<file path="src/rtl/apb_master_bridge.sv">
// -----------------------------------------------------------------------------
// apb_master_bridge
//   APB master bridge: latches one command per transfer, runs the APB
//   SETUP/ACCESS sequence towards two slaves (selected by paddr[AW-1]) and
//   returns read data on apb_read_data_out.
//
// Optional feature: define APB_TIMEOUT_EN to abandon an ACCESS phase after
//   TIMEOUT wait cycles (pslverr + done pulse together). Undefined (default):
//   ACCESS waits indefinitely and pslverr is tied low.
//
// Ports
//   pclk, presetn          clock, asynchronous active-low reset
//   transfer, READ_WRITE   command request (level) and direction (1 = read)
//   apb_write_paddr/data   write command address / data
//   apb_read_paddr         read command address
//   apb_read_data_out      data of the last completed read
//   paddr, pwrite, pwdata  APB address, direction (1 = write), write data
//   psel1, psel2, penable  APB selects (slave 1: paddr[AW-1]=0) and enable
//   prdata1/2, pready1/2   slave read data and ready
//   pslverr                one-cycle timeout error pulse
//   done                   one-cycle completion pulse
// -----------------------------------------------------------------------------
module apb_master_bridge #(
    parameter int AW      = 9,
    parameter int DW      = 8,
    parameter int TIMEOUT = 16
) (
    input  logic          pclk,
    input  logic          presetn,
    input  logic          transfer,
    input  logic          READ_WRITE,
    input  logic [AW-1:0] apb_write_paddr,
    input  logic [DW-1:0] apb_write_data,
    input  logic [AW-1:0] apb_read_paddr,
    output logic [DW-1:0] apb_read_data_out,
    output logic [AW-1:0] paddr,
    output logic          psel1,
    output logic          psel2,
    output logic          penable,
    output logic          pwrite,
    output logic [DW-1:0] pwdata,
    input  logic [DW-1:0] prdata1,
    input  logic [DW-1:0] prdata2,
    input  logic          pready1,
    input  logic          pready2,
    output logic          pslverr,
    output logic          done
);

    localparam logic [1:0] ST_IDLE   = 2'd0;
    localparam logic [1:0] ST_SETUP  = 2'd1;
    localparam logic [1:0] ST_ACCESS = 2'd2;

    logic [1:0]    state_q, state_d;
    logic [AW-1:0] paddr_q, paddr_d;
    logic [DW-1:0] pwdata_q, pwdata_d;
    logic          pwrite_q, pwrite_d;
    logic [DW-1:0] rdata_q, rdata_d;
    logic          done_q, done_d;
    logic          cmd_end;
    logic          busy;
    logic          pready_sel;
    logic [DW-1:0] prdata_sel;

`ifdef APB_TIMEOUT_EN
    localparam int            CW       = $clog2(TIMEOUT + 1);
    localparam logic [CW-1:0] CNT_LAST = CW'(TIMEOUT - 1);
    logic [CW-1:0] cnt_q, cnt_d;
    logic          pslverr_q, pslverr_d;
`endif

    // Only the addressed slave's handshake is looked at.
    assign pready_sel = paddr_q[AW-1] ? pready2 : pready1;
    assign prdata_sel = paddr_q[AW-1] ? prdata2 : prdata1;

    always_comb begin
        state_d  = state_q;
        paddr_d  = paddr_q;
        pwdata_d = pwdata_q;
        pwrite_d = pwrite_q;
        rdata_d  = rdata_q;
        done_d   = 1'b0;
        cmd_end  = 1'b0;
`ifdef APB_TIMEOUT_EN
        cnt_d     = cnt_q;
        pslverr_d = 1'b0;
`endif
        case (state_q)
            // IDLE and a finished ACCESS share the same "accept next command"
            // decision below, which gives back-to-back transfers for free.
            ST_IDLE:  cmd_end = 1'b1;
            ST_SETUP: state_d = ST_ACCESS;
            ST_ACCESS: begin
                if (pready_sel) begin
                    done_d  = 1'b1;
                    cmd_end = 1'b1;
                    if (!pwrite_q) rdata_d = prdata_sel;
                end
`ifdef APB_TIMEOUT_EN
                else begin
                    cnt_d = cnt_q + 1'b1;
                    if (cnt_q == CNT_LAST) begin
                        done_d    = 1'b1;
                        pslverr_d = 1'b1;
                        cmd_end   = 1'b1;
                    end
                end
`endif
            end
            default: state_d = ST_IDLE;
        endcase

        if (cmd_end) begin
            if (transfer) begin
                state_d  = ST_SETUP;
                pwrite_d = ~READ_WRITE;
                paddr_d  = READ_WRITE ? apb_read_paddr : apb_write_paddr;
                if (!READ_WRITE) pwdata_d = apb_write_data;
`ifdef APB_TIMEOUT_EN
                cnt_d = '0;
`endif
            end else begin
                state_d = ST_IDLE;
            end
        end
    end

    always_ff @(posedge pclk or negedge presetn) begin
        if (!presetn) begin
            state_q  <= ST_IDLE;
            paddr_q  <= '0;
            pwdata_q <= '0;
            pwrite_q <= 1'b0;
            rdata_q  <= '0;
            done_q   <= 1'b0;
`ifdef APB_TIMEOUT_EN
            cnt_q     <= '0;
            pslverr_q <= 1'b0;
`endif
        end else begin
            state_q  <= state_d;
            paddr_q  <= paddr_d;
            pwdata_q <= pwdata_d;
            pwrite_q <= pwrite_d;
            rdata_q  <= rdata_d;
            done_q   <= done_d;
`ifdef APB_TIMEOUT_EN
            cnt_q     <= cnt_d;
            pslverr_q <= pslverr_d;
`endif
        end
    end

    // Selects/enable decode straight from the state register so that reset
    // removes them asynchronously.
    assign busy              = (state_q == ST_SETUP) || (state_q == ST_ACCESS);
    assign psel1             = busy & ~paddr_q[AW-1];
    assign psel2             = busy &  paddr_q[AW-1];
    assign penable           = (state_q == ST_ACCESS);
    assign paddr             = paddr_q;
    assign pwrite            = pwrite_q;
    assign pwdata            = pwdata_q;
    assign apb_read_data_out = rdata_q;
    assign done              = done_q;

`ifdef APB_TIMEOUT_EN
    assign pslverr = pslverr_q;
`else
    logic unused_timeout;
    assign unused_timeout = (TIMEOUT != 0);
    assign pslverr        = 1'b0;
`endif

endmodule

</file>
<file path="config.mk">
export PLATFORM = sky130hd
export DESIGN_NAME = apb_master_bridge
export DESIGN_NICKNAME = d
export VERILOG_FILES = /design/src/rtl/apb_master_bridge.sv
export SDC_FILE = /design/constraint.sdc
export NUM_CORES = 1
export LEC_CHECK = 0
export ABC_CLOCK_PERIOD_IN_PS = 2100
export CAP_MARGIN = 20
export CORE_ASPECT_RATIO = 0.6
export CORE_MARGIN = 1.5
export CORE_UTILIZATION = 39
export DETAILED_ROUTE_END_ITERATION = 10
export HOLD_SLACK_MARGIN = 0.1
export PLACE_DENSITY = 0.8
export SKIP_LAST_GASP = 1
export SYNTH_ARGS = -nofsm -noshare
export SYNTH_HDL_FRONTEND = slang
export SYNTH_SLANG_ARGS = --single-unit
</file>
<file path="constraint.sdc">
create_clock -name pclk -period 2.1 [get_ports pclk]
set_clock_uncertainty 0.15 [all_clocks]
set_input_delay 0.21 -clock pclk [delete_from_list [all_inputs] [get_ports pclk]]
set_output_delay 0.21 -clock pclk [all_outputs]
set_load 0.05 [all_outputs]
</file>
## Yosys cells after proc, flatten, opt, wreduce, memory -nomap -nowiden

Index checks and enable logic that the tools add are counted.

- Reductions and logical operators: 6
- Bitwise logic cells: 5
- Eq/ne operators: 3
- Muxes and demuxes: 9

Operators by type and width:

| kind | count |
|---|---|
| $mux 9 | 1 |
| $mux 8 | 1 |
| $reduce_and 3->1 | 2 |
| $mux 1 | 4 |
| $pmux 2 s2 | 1 |
| $not 1->1 | 3 |
| $and 1x1->1 | 2 |
| $eq 2x1->1 const B | 1 |
| $eq 2x2->1 const B | 1 |
| $logic_not 2->1 | 1 |
| $mux 2 | 1 |
| $ne 2x1->1 const B | 1 |
| $pmux 1 s2 | 1 |
| $reduce_and 2->1 | 1 |
| $reduce_or 2->1 | 1 |
| $logic_or 1x1->1 | 1 |

- Input port bits: 48
- Output and inout port bits: 31
- Bits in registers: 29

## Logic depth before layout (Yosys ltp)

Gate-level depths: netlist of run 1.

- Word-level depth: 4
- Depth in mapped cells: 5
- Mapped depth without buffers: 5

## Worst setup path before layout of run 1

OpenSTA, ideal clock, no wires.

- Kind: register -> register
- Start point: register state_q[0]
- End point: register paddr_q[0] (netlist: paddr[0])
- Data arrival time: 1.865 ns
- Setup slack: -0.039 ns
- Stages on the path, launching flop included: 6
- Buffers on the path: 0
- Setup time: 0.125 ns
- Path through: dfrtp_1 inv_1 ha_1 nand2_1 o21ai_2 mux2_2

- Longest elaborated chain between the ends: 3

Ends and longest elaborated chain:

| what | line | source |
|---|---|---|
| start: declaration | 54 | `logic [1:0] state_q, state_d;` |
| start signal: assignment | 141 | `state_q <= state_d;` |
| $eq 2x2->1 | -- |  |
| net penable | 39 | `output logic penable,` |
| $pmux 1 s2 | 88 | `case (state_q)` |
| $reduce_and 2->1 (no source line) | -- |  |
| end signal: assignment | 142 | `paddr_q <= paddr_d;` |
| end: declaration | 55 | `logic [AW-1:0] paddr_q, paddr_d;` |

The timed path passes the listed nets, and every way through them passes these cells.
A chain may end at the register's enable or synchronous reset.

## Final worst setup path of run 1

- Start point: register state_q[0]
- End point: register paddr_q[2] (netlist: paddr[2])

- Longest elaborated chain between the ends: 3

Ends and longest elaborated chain:

| what | line |
|---|---|
| $eq 2x2->1 or $logic_not 2->1 (tied branches) | 88 |
| $pmux 1 s2 * | 88 |
| $reduce_and 2->1 (no source line) * | -- |

Every way passes the cells marked *; elsewhere a longest branch is shown, timed or not.

==> results.json, run 1 <==
{
  "cts_setup_buffers": 0,
  "start_util_pct": 42.79,
  "die_h_um": 50.34,
  "cts_htree_levels": 2,
  "fillers": 244,
  "r2r_cells": 5,
  "critPathRequiredTime_ns": 2.11,
  "finalSetupViolations": 0,
  "core_mm2": 0.003403,
  "syn_nets": 165,
  "worst_slew_pin_slew_ns": 0.5370,
  "avgSynthCellArea_um2": 12.78,
  "areaGrowthSynthToFinish_pct": 64.95,
  "port_buffers": 77,
  "synthFlopType": "dfrtp_1",
  "yosysMostFrequentCell": "mux2_2",
  "fin_cells": 243,
  "synth-seq-cells": 29,
  "layout-drive-gt1-share_pct": 27.27,
  "seq_area_frac_synth_pct": 49.83,
  "synthTopCellsByArea": "dfrtp_1, mux2_2, o211ai_1",
  "cts_buffer_depth": 2,
  "dp_cells": 236,
  "end_kind": "register",
  "yosysTopAreaCell": "dfrtp_1",
  "power.total_mw": 3.925,
  "cp-start-kind": "register",
  "tritoncts": "yes",
  "r2r_slack_ns": 0.22,
  "yosysTopAreaCellShare_pct": 49.83,
  "arrival_ns": 1.89,
  "hold_viol_final": 0,
  "ant_nets": 0,
  "synth_cell_types": 19,
  "syn_area_mm2": 0.001456,
  "row_count": 16,
  "peakVddDrop_mv": 0.8417,
  "drt_iter0_drc": 49,
  "preCtsSetupSlack_ns": 0.1489,
  "io_pins": 79,
  "antenna_found_initial": 0,
  "critPathKind": "register to register",
  "leakage_nw": 0.9667,
  "worstReg2RegEnd": "paddr[2]",
  "max_freq_mhz": 531.9,
  "drc": 0,
  "layout_setup_ws_ns": 0.2201,
  "cap_violations": 0,
  "reg2reg_from": "state_q[0]",
  "rsz0062_at_grt": "false",
  "finalCriticalPeriod_ns": 1.880,
  "cts_buffers": 5,
  "slew_headroom_pct": 64.09,
  "hpwlAfterDp_um": 2892,
  "routedWlPerCell_um": 15.13,
  "grt_pass1_wl_um": 6113,
  "grt_usage_pct": 20.37,
  "min_path_type": "primary input to async pin",
  "antennaDiodeCount": 0,
  "vias": 1228,
  "netlist_instances": 114,
  "fin_nets": 249,
  "die_x_um": 81.89,
  "clkTransAtPathRegs_ns": 0.06,
  "drt-vias-per-instance": 5.053,
  "dieArea_mm2": 0.004122,
  "root_buffer": "clkbuf_8",
  "outcome": "completed",
  "wl_um": 3676,
  "clock_latency_ns": 0.27,
  "synthArstFlopShare_pct": 100.0,
  "yosys-top-cells-count": "mux2_2, dfrtp_1, o21ai_0",
  "power_density_mw_per_mm2": 1634,
  "routabilityCongestion": 0.7343,
  "grt_max_degree": 30,
  "grt_pass1_vias": 1294,
  "yosys_warnings": 0,
  "first_pass_iters": 4,
  "maxSlewViolCount": 0,
  "cts_resized": 0,
  "setup_tns_ns": 0,
  "synth_edf_count": 0,
  "cts_hold_buf": 0,
  "worst-path-max-fanout": 9,
  "period_share_pct": 89.52,
  "cts_sinks": 29,
  "grt_overflow": 0
}
-- power breakdown --
group | switching [mW] | internal (mW) | leakage, nW
Clock | 0.190 | 0.259 | 0.0443
Combinational | 1.50 | 0.984 | 0.570
Sequential | 0.162 | 0.832 | 0.353
Total | 1.85 | 2.08 | 0.967
-- cells by family after synthesis --
family / share of synthesized area, %
AND/OR/NAND/NOR: 8.076
buffers and inverters: 2.063
multiplexers: 28.01
flip-flops: 49.83
adder cells (fa/ha/maj): 2.578
other: 0.2575
AO/OA/AOI/OAI: 9.193
-- how the worst max path moves through the flow --
stage	endpoint	startpoint	cells past startpoint
5_1_grt	paddr[6]	state_q[0]	5
4_1_cts	pwrite	pwrite	1
2_1_floorplan	psel1	paddr[8]	2
3_5_place_dp	apb_read_data_out[5]	pready1	4
6_report	paddr[2]	state_q[0]	5
3_3_place_gp	apb_read_data_out[7]	pready1	4
-- cell usage in the layout (no fill, tap or decap) --
| cell type | instances |
|---|---|
| clkdlybuf4s50_1 | 73 |
| o211ai_1 | 9 |
| and2_1 | 1 |
| conb_1 | 1 |
| nand3b_1 | 3 |
| o21a_1 | 1 |
| mux2_2 | 35 |
| nand2_1 | 2 |
| clkbuf_8 | 6 |
| buf_4 | 7 |
| buf_12 | 2 |
| nor3b_4 | 1 |
| inv_1 | 2 |
| ha_1 | 2 |
| mux2i_2 | 1 |
| clkbuf_1 | 1 |
| dfrtp_1 | 29 |
| o21ai_0 | 10 |
| nand2b_1 | 8 |
| ha_2 | 1 |
| o21ai_2 | 1 |
| nor2b_1 | 2 |
-- critical path, cell delays in order, from the launching register on --
cell,delay [ns]
dfrtp_1,0.39
inv_1,0.10
ha_2,0.24
nand2_1,0.11
o21ai_2,0.39
mux2_2,0.39
-- final cells by class --
type	instances	area, um2	share of cell area (%)
clock buffers	7	86.33	3.594
multi-input cells	78	703.2	29.27
well taps	45	56.30	2.344
inverters	2	7.507	0.3125
repair buffers	82	823.3	34.27
flip-flops and latches	29	725.7	30.21
-- state kept, by name (all words and copies together), names as in the netlist --
signal,cells
pwdata,8
pwrite,1
done,1
apb_read_data_out,8
paddr,9
state_q,2
-- layer usage --
layer  share of wire (%)  up-vias  global-route usage [%]  wire length [um]
met4                 1.0        0                   6.780                38
met5                   0        -                       0                 0
li1                    -      576                       -                 -
met2                  46       56                   31.56              1689
met3                  10        7                   9.091               376
met1                  43      589                   25.26              1571
-- metrics by stage --
step                      util (%)  cell area, um2  hold slack [ns]
after floorplan                  -            1459          -0.2356
after global placement       68.05            2316           0.3395
after detailed placement     68.05            2316           0.3447
after CTS                    70.59            2402           0.1840
after global routing         70.59            2402           0.1994
final                        70.59            2402           0.1752
Note: power is estimated with default switching activity, not from simulation.
==> run 2: changes to the inputs <==
--- a/config.mk
+++ b/config.mk
@@ -6,7 +6,7 @@
 export NUM_CORES = 1
 export LEC_CHECK = 0
 export ABC_CLOCK_PERIOD_IN_PS = 2100
-export CAP_MARGIN = 20
+export CAP_MARGIN = 5
 export CORE_ASPECT_RATIO = 0.6
 export CORE_MARGIN = 1.5
 export CORE_UTILIZATION = 39
==> results of run 2 <==
Final layout, timing and power as in run 1 (identical DEF).
